`src/rtl/tinker_fetch_unit.sv`:
```
// tinker_fetch_unit: owns the PC, fetches from the instruction port into a prefetch FIFO feeding decode.
module tinker_fetch_unit #(
    parameter logic [63:0] INIT_PC        = 64'h2000,
    parameter int          DEPTH          = 4,
    parameter int          STARTUP_CYCLES = 5,
    parameter logic [4:0]  HALT_OPCODE    = 5'h0f
) (
    input  logic                     clk,
    input  logic                     reset,
    output logic [63:0]              imem_addr,
    output logic                     imem_en,
    input  logic [31:0]              imem_data,
    input  logic                     redirect_valid,
    input  logic [63:0]              redirect_pc,
    input  logic                     id_ready,
    output logic                     if_valid,
    output logic [63:0]              if_pc,
    output logic [31:0]              if_instr,
    output logic                     fetch_halted,
    output logic                     misalign_err,
    output logic [$clog2(DEPTH):0]   occupancy
);
    localparam int AW = $clog2(DEPTH);
    localparam int OW = AW + 1;
    localparam int CW = $clog2(STARTUP_CYCLES + 2);

    typedef enum logic [1:0] {ST_STARTUP, ST_RUN, ST_HALTED} state_t;

    state_t          r_state, w_state_nx;
    logic [CW-1:0]   r_cnt;
    logic [63:0]     r_pc;
    logic [AW-1:0]   r_wp, r_rp;
    logic [OW-1:0]   r_occ;
    logic            r_halted, r_misal;
    logic [63:0]     r_qpc [DEPTH];
    logic [31:0]     r_qin [DEPTH];
    logic            w_deq, w_redir, w_misal, w_fetch, w_halt;

    assign if_valid     = r_occ != '0;
    assign if_pc        = if_valid ? r_qpc[r_rp] : '0;
    assign if_instr     = if_valid ? r_qin[r_rp] : '0;
    assign occupancy    = r_occ;
    assign imem_addr    = r_pc;
    assign imem_en      = w_fetch;
    assign fetch_halted = r_halted;
    assign misalign_err = r_misal;

    assign w_deq   = if_valid && id_ready;
    assign w_redir = (r_state == ST_RUN) && redirect_valid;
    assign w_misal = w_redir && (redirect_pc[1:0] != 2'b00);
    assign w_fetch = (r_state == ST_RUN) && !redirect_valid && ((r_occ < OW'(DEPTH)) || w_deq);
    assign w_halt  = w_fetch && (imem_data[31:27] == HALT_OPCODE);

    always_comb begin
        w_state_nx = (w_misal || w_halt) ? ST_HALTED :
                     (r_state == ST_STARTUP && r_cnt <= CW'(1)) ? ST_RUN : r_state;
    end

    always_ff @(posedge clk or posedge reset) begin
        if (reset) begin
            r_state  <= ST_STARTUP;
            r_cnt    <= CW'(STARTUP_CYCLES);
            r_pc     <= INIT_PC;
            r_wp     <= '0;
            r_rp     <= '0;
            r_occ    <= '0;
            r_halted <= 1'b0;
            r_misal  <= 1'b0;
        end else begin
            r_state  <= w_state_nx;
            r_halted <= r_halted || w_halt || w_misal;
            r_misal  <= r_misal || w_misal;
            if (r_state == ST_STARTUP && r_cnt != '0)
                r_cnt <= r_cnt - CW'(1);
            if (w_redir) begin
                // a misaligned target freezes the PC where it was
                r_pc  <= w_misal ? r_pc : redirect_pc;
                r_wp  <= '0;
                r_rp  <= '0;
                r_occ <= '0;
            end else begin
                r_pc  <= w_fetch ? r_pc + 64'd4 : r_pc;
                r_wp  <= r_wp + AW'(w_fetch);
                r_rp  <= r_rp + AW'(w_deq);
                r_occ <= r_occ + OW'(w_fetch) - OW'(w_deq);
            end
        end
    end

    // when full with a transfer, the write slot equals the head being consumed
    always_ff @(posedge clk) begin
        if (w_fetch) begin
            r_qpc[r_wp] <= r_pc;
            r_qin[r_wp] <= imem_data;
        end
    end
endmodule

```
`config.mk`:
```
export PLATFORM = sky130hd
export DESIGN_NAME = tinker_fetch_unit
export DESIGN_NICKNAME = d
export VERILOG_FILES = /design/src/rtl/tinker_fetch_unit.sv
export SDC_FILE = /design/constraint.sdc
export NUM_CORES = 1
export LEC_CHECK = 0
export ABC_AREA = 1
export ABC_CLOCK_PERIOD_IN_PS = 12700
export CORE_MARGIN = 2
export CORE_UTILIZATION = 40
export CTS_CLUSTER_DIAMETER = 150
export DETAILED_ROUTE_END_ITERATION = 12
export PLACE_DENSITY = 0.72
export SLEW_MARGIN = 15
export SYNTH_ARGS = -nofsm -noshare
export SYNTH_HDL_FRONTEND = slang
export SYNTH_SLANG_ARGS = --single-unit
```
`constraint.sdc`:
```
create_clock -name clk -period 12.7 [get_ports clk]
set_clock_uncertainty 0.15 [all_clocks]
set_input_delay 2.54 -clock clk [delete_from_list [all_inputs] [get_ports clk]]
set_output_delay 2.54 -clock clk [all_outputs]
set_load 0.01 [all_outputs]
```
## Word level (Yosys, flattened, before mapping)

Memories as Yosys holds them, arrays and structs flattened.
Index checks and enable logic that the tools add are counted.

- Bits in read-only memories: 0
- Bits in registers: 78
- Logic and storage cells: 54
- Output and inout port bits: 167
- Memory bits (writable): 384
- Memories kept: 2
- Bits in latches: 0
- Input port bits: 100

Memories:

| name | depth | width | rd ports | clocked after memory_dff | wr ports | line | RTL |
|---|---|---|---|---|---|---|---|
| r_qpc | 4 | 64 | 1 | 0 | 1 | 35 | `logic [63:0] r_qpc [DEPTH];` |
| r_qin | 4 | 32 | 1 | 0 | 1 | 36 | `logic [31:0] r_qin [DEPTH];` |

- Bitwise logic cells: 0
- Magnitude comparators: 2
- Multiply operators: 0
- Shift operators: 0
- Mux-type cells: 12
- Div/mod/pow operators: 0
- Reductions and logical operators: 21
- Add/sub/neg operators: 6
- Equality and inequality tests: 3

Operators by type and width:

| cell | number |
|---|---|
| 64-bit two-way mux | 4 |
| 64-bit by 3-bit adder with 64-bit output, second input constant | 1 |
| 32-bit two-way mux | 1 |
| 1-bit logical AND | 8 |
| 2-bit two-way mux | 4 |
| 2-bit nonzero test | 3 |
| 3-bit nonzero test | 2 |
| 5-bit by 4-bit == test with 1-bit output, second input constant | 1 |
| 1-bit logical OR | 5 |
| 2-bit by 1-bit adder with 2-bit output | 2 |
| 3-bit by 1-bit adder with 3-bit output | 1 |
| 3-bit by 1-bit <= comparator with 1-bit output, second input constant | 1 |
| 3-bit < comparator, second input constant | 1 |
| 3-bit two-way mux | 1 |
| 3-bit by 1-bit subtractor with 3-bit output | 1 |
| 3-bit by 1-bit subtractor with 3-bit output, second input constant | 1 |
| 2-bit by 1-bit == test with 1-bit output, second input constant | 1 |
| 2-bit logical NOT | 1 |
| 1-bit two-way mux | 2 |
| 2-bit inequality test, second input constant | 1 |
| 2-bit AND reduction | 1 |
| 1-bit logical NOT | 1 |

## Longest topological paths before layout

- Depth after elaboration: 7
- Gate-level depth with buffers: 12
- Depth with buffers taken out: 12

## Worst setup path before layout

No wires, ideal clock.

- Kind: input port to flip-flop
- Start: in id_ready
- End: mem r_qin[0][0] (enable)
- Arrival: 9,599 ps
- Setup time: 669 ps
- Setup slack: 2,282 ps
- Stages: 6
- Path buffers: 2
- Data required time: 11,881 ps
- Cell sequence: nor2_1 nor2_1 nand2_1 buf_2 buf_1 nor3_1

- Longest elaborated chain between the ends: 5

RTL lines:

| what | line | RTL |
|---|---|---|
| from (decl) | 15 | `input logic id_ready,` |
| 1-bit logical AND | 48 | `assign w_deq = if_valid && id_ready;` |
| 1-bit logical OR | 51 | `assign w_fetch = (r_state == ST_RUN) && !redirect_valid && ((r_occ < OW'(DEPTH)) \|\| w_deq);` |
| 1-bit logical AND | 51 |  |
| 1-bit two-way mux | 92 | `if (w_fetch) begin` |
| 1-bit two-way mux (implied by the code) | 94 | `r_qin[r_wp] <= imem_data;` |
| to (decl) | 36 |  |

Every way passes these cells.

## Final worst setup path

- Start: in id_ready
- End: out imem_en

- Longest elaborated chain between the ends: 3

RTL lines:

| what | line | RTL |
|---|---|---|
| 1-bit logical AND | 48 |  |
| 1-bit logical OR | 51 |  |
| 1-bit logical AND | 51 |  |
| to (decl) | 11 | `output logic imem_en,` |

Every way passes these cells.

==> flow_summary.toml <==
[floorplan]
io_pins = 267
core_area_um2 = 51090
die_height_um = 230.8
num_rows = 83
design.die.area_um2 = 53250
start_util_pct = 40.25
die_width_um = 230.8

[yosys]
synth_xor_area_share_pct = 0.2129
syn-instance-count = 2093
synth_fa_ha_area_share_pct = 0.5840
muxShareOfSynthArea_pct = 0
syn_nets = 2202
netlist_area_um2 = 20570
synth_compound_area_share_pct = 10.23
synth_cell_types = 38
synth_top_family_by_area = "simple AND/OR/NAND/NOR gates"
yosys_warnings = 0
synthFlopType = "edfxtp_1"
synth_edf_count = 384
post_synth_and_or_nand_nor_area_fraction_pct = 18.82
synth-async-reset-ratio_pct = 16.88
syn_area_per_cell_um2 = 9.827
ys_ff_latch = 462
yosysSeqAreaShare_pct = 65.57

[global_route]
grt-ovfl-total = 0
grt_max_degree = 99
grt_pass1_vias = 14990
grt.total_usage_pct = 21.81
antenna_found_initial = 3
grt_pass1_wl_um = 88490

[setup_path]
required_ps = 10010
crit_type = "in -> out"
crit_fanout = 21
slowest_stage = "clkdlybuf4s50_1"
crit_chain = "clkdlybuf4s50_1 -> nor2_1 -> nor2_1 -> nand2_1 -> buf_4 -> inv_1 -> clkdlybuf4s50_1"
critical_path.startpoint = "id_ready"
end_kind = "primary output"
rr_startpoint = "occupancy[1]$_DFF_PP0_"
arrival_ps = 4760
start_kind = "primary input"
max_stage_delay_ps = 600

[routing]
via_per_inst = 5.181
wl_per_cell_um = 19.29
drtAntennaViolNets = 0
firstDrtPassIters = 5
drc_errors = 0
drt_iter0_drc = 1250
vias = 15780
wl_um = 58730

[min_path]
hp-start = "fetch_halted$_DFF_PP0_"
hp-class = "reg -> reg"

[run_status]
status = "finished, final reports clean"

[sta]
finalCriticalPeriod_ps = 7446
slew_violations = 0
tightest_slew_ps = 1035
hold_viol = 0
tns_ps = 0
rsz0062_at_grt = "no"
slew_headroom_pct = 31.00
fmax_mhz = 134.3
finalCritPeriodShare_pct = 58.63
setup_violations = 0

[clock_network]
cts_tree = "done"
cts_sinks = 462
post_cts.repair.setup_buffers = 0
clk_pin_slew_ps = 60
root_buffer = "clkbuf_16"
clock_path_buffers = 3
holdBufCountCts = 0
cts_buffers = 46
htree_levels = 2
post_cts_resize_count = 0
clkLatencyLatePin_ps = 580

[cells_and_area]
design_area_um2 = 25330
final_common_cell = "nor2_1"
drive_gt1_share_pct = 5.544
most-common-layout-cells = "nor2_1 (572), edfxtp_1 (384), nand2_1 (315), clkdlybuf4s50_1 (266), o21ai_0 (233)"
syn_to_final_growth_pct = 23.17
nets = 2436

[place]
place_area_um2 = 23840
port_buffers = 266
place_hpwl_um = 37640
place_congestion = 0.8867

[power_and_ir_drop]
peakVddDrop_mv = 0.09896
finalPower_uw = 4665
leakagePower_uw = 0.009499
power_density_nw_per_um2 = 184.1

[flow_run]
maxCapViolCount = 0
## sequential cells by signal, summed over array words and instances, names as in the netlist
signal,count
r_qpc,256
r_qin,128
imem_addr,64
occupancy,3
r_cnt,3
r_rp,2
r_state,2
r_wp,2
fetch_halted,1
misalign_err,1
## path summary, 6_finish.rpt
path	to	slack, ps	cells past startpoint
worst min register to register	fetch_halted$_DFF_PP0_	340	1
min in group asynchronous	imem_addr[45]$_DFFE_PP0P_	2190	2
worst max-delay path	imem_en	5250	7
worst max register to register	occupancy[1]$_DFF_PP0_	8790	13
worst min-delay path	fetch_halted$_DFF_PP0_	340	1
max in group asynchronous	r_rp[1]$_DFF_PP0_	9090	3
## final cells by class
| cell class | instances | area, um^2 |
|---|---|---|
| fill | 4562 | 25760 |
| sequential | 462 | 13490 |
| multi-input combinational | 1403 | 6170 |
| timing repair buffer | 288 | 2848 |
| clock buffer | 53 | 1241 |
| tap | 680 | 850.8 |
| inverter | 126 | 479.2 |
| clock inverter | 31 | 244.0 |
| antenna | 2 | 5.005 |
## critical path: cells and delay by family
kind / cells / cell delay, ps
AND/OR/NAND/NOR: 3 / 560
buffers and inverters: 4 / 1630
## synthesized netlist by cell type, types with 2 or more instances
| cell type | number | area share, % |
|---|---|---|
| nor2_1 | 573 | 10 |
| edfxtp_1 | 384 | 56 |
| nand2_1 | 316 | 5.8 |
| o21ai_0 | 233 | 5.7 |
| a21oi_1 | 135 | 3.3 |
| inv_1 | 123 | 2.2 |
| dfrtp_1 | 75 | 9.1 |
| nand3_1 | 54 | 1.3 |
| clkbuf_1 | 48 | 0.88 |
| buf_2 | 33 | 0.80 |
| buf_1 | 16 | 0.29 |
| o211ai_1 | 16 | 0.58 |
| o21ai_1 | 13 | 0.32 |
| ha_1 | 8 | 0.49 |
| nand4_1 | 7 | 0.21 |
| nor2_2 | 7 | 0.21 |
| nor3_1 | 7 | 0.17 |
| nand2_2 | 6 | 0.18 |
| a211oi_1 | 4 | 0.15 |
| clkbuf_8 | 4 | 0.27 |
| o22ai_1 | 4 | 0.12 |
| dfstp_2 | 3 | 0.38 |
| nor2_4 | 3 | 0.16 |
| or2_2 | 3 | 0.091 |
| xnor2_1 | 3 | 0.13 |
| inv_2 | 2 | 0.037 |
| xor2_1 | 2 | 0.085 |
## layer usage
metal	routed length (um)	global-route usage (%)	up-vias	part of all wire (%)
met3	3733	3.990	83	6.4
li1	-	-	7505	-
met4	1531	6.976	4	2.6
met5	23	0	-	0.039
met2	28380	36.48	550	48
met1	25070	28.80	7633	43
## through the flow
stage	setup WS, ps	hold WS, ps	util [%]	instances
after CTS	5355	330.6	49.57	3043
after detailed placement	5367	310.0	46.66	2959
after global routing	5260	352.8	49.57	3043
after floorplan	2282	313.9	-	2093
final	5254	337.2	49.58	3045
after global placement	5285	310.6	46.61	2958
## logic make-up after synthesis
kind of cell             after synthesis
AND/OR/NAND/NOR                      981
flip-flops                           462
AO/OA/AOI/OAI                        408
buffers and inverters                228
adder cells (fa/ha/maj)                9
XOR/XNOR                               5
## report_power, final
| group | leakage, uW | switching, uW | internal [uW] |
|---|---|---|---|
| clock | 0.000718 | 574 | 763 |
| combinational | 0.00433 | 867 | 714 |
| sequential | 0.00445 | 90.6 | 1660 |
| total | 0.00950 | 1530 | 3130 |
(Power assumes the default switching activity.)
==> RTL edit: new RTL, same settings <==
`DEPTH`: 4 -> 2.
--- a/src/rtl/tinker_fetch_unit.sv
+++ b/src/rtl/tinker_fetch_unit.sv
@@ -3,3 +3,3 @@
     parameter logic [63:0] INIT_PC        = 64'h2000,
-    parameter int          DEPTH          = 4,
+    parameter int          DEPTH          = 2,
     parameter int          STARTUP_CYCLES = 5,
Ports: changed (resized occupancy); port bits go from 267 to 266. The function was not compared with the original's and may differ.
==> RTL edit against the original RTL <==
Cell area shrank 33%; sequential cell count shrank 195; area after synthesis shrank 37%; total power shrank 46%; wire length shrank 33%; via count shrank 30%; count of clock-buffer cells in the layout shrank 18; synthesized cell count shrank 30%; worst setup slack gained 0.41 ns.
==> RTL edit: results (changes against the original RTL) <==
Setup path
  • CP arrival: 4.34 ns (was 4.76 ns)
  • Reg2reg path depth: 11 (was 13)
  • Reg-to-Reg End: imem_addr[40] (was occupancy[1])
  • Worst Path Max Fanout: 19 (was 21)
  • R2R setup slack: 9.23 ns (was 8.79 ns)

Final layout
  • Clock buffers: 35 (was 53)
  • Fillers: 2874 (was 4562)
  • Non-Clock Buffer Count: 274 (was 288)
  • Multi-Input Combinational: 1027 (was 1403)
  • FFs & Latches: 267 (was 462)
  • Final nets: 1827 (was 2436)
  • Fraction of area in registers: 45.2% (was 53.3%)
  • Share of layout cells above drive strength 1: 6.08% (was 5.54%)
  • Buffering overhead: 16.2% (was 11.2%)
  • Non-clk invs: 122 (was 126)
  • Number of diodes: 3 (was 2)
  • Multi-input gate area: 4590 um^2 (was 6170 um^2)
  • Max reg flops: 128 (was 256)

Place
  • Post-place setup slack: 5.65 ns (was 5.37 ns)
  • DP HPWL: 27200 um (was 37600 um)

Global route
  • Global routing usage on met3: 4.95% (was 3.99%)
  • Pin count of the biggest net entering global routing: 92 (was 99)
  • All-Layer GR Usage: 23.1% (was 21.8%)
  • First-pass GRT wire length: 60100 um (was 88500 um)

Synthesis
  • Commonest cells post-synth: nand2_1 (510), edfxtp_1 (192), nor2_1 (188) (was nor2_1 (573), edfxtp_1 (384), nand2_1 (316))
  • Yosys cell types: 35 (was 38)
  • Syn Area/Cell: 8.76 um^2 (was 9.83 um^2)
  • Syn nets: 1579 (was 2202)
  • Post-Synth XOR/XNOR Area: 0.339% (was 0.213%)
  • Post-Syn Instances: 1473 (was 2093)
  • Async set or reset register ratio after synthesis: 28.1% (was 16.9%)

Timing
  • Relative slew slack: 31.2% (was 31.0%)

Power and ir drop
  • Leak pwr: 6.90 nW (was 9.50 nW)
  • Pint: 1.75 mW (was 3.13 mW)
  • Power in sequential cells: 997 uW (was 1.75 mW)
  • PD cells: 149 nW/um^2 (was 184 nW/um^2)
  • Max VDD drop: 0.000107 V (was 0.0000990 V)
  • P_comb: 690 uW (was 1.58 mW)

Drt
  • First drt pass iteration count: 7 (was 5)
  • Post-route met1 wirelength: 16700 um (was 25100 um)
  • Initial DRC count: 900 (was 1250)
  • Routed met3 length: 3180 um (was 3730 um)
  • Met2 routed WL: 18300 um (was 28400 um)

Outcome
  • Status: complete, no violations (unchanged)

Worst hold path
  • Hold Path Depth: 2 (was 1)

Clocking
  • CTS HTree Levels: 1 (was 2)
==> RTL edit: cell count changes after synthesis, sizes merged, moves of 2 or more <==
cell / before / now
nor2: 584 / 206
nand2: 323 / 522
o21ai: 246 / 47
edfxtp: 384 / 192
buf: 50 / 24
clkbuf: 52 / 33
nand3: 54 / 66
nor3: 7 / 0
nand4: 7 / 12
inv: 125 / 121
dfrtp: 75 / 72
a211oi: 4 / 2
ha: 8 / 6
o22ai: 4 / 2
==> RTL edit: how the worst min path moves through the flow <==
stage | startpoint | end
global placement | imem_addr[0] | r_qpc[0][0]
CTS | r_cnt[2] | r_cnt[2]
global route | misalign_err | misalign_err
detailed placement | r_cnt[2] | r_cnt[2]
floorplan | r_cnt[2] | r_cnt[2]
finish | r_cnt[2] | r_cnt[2]
==> RTL edit: tightest hold or removal path, delay by kind of cell, from the launching register on <==
family	cells	cell delay, ns
flops	1	0.37
compound gates	1	0.07
simple gates	1	0.05
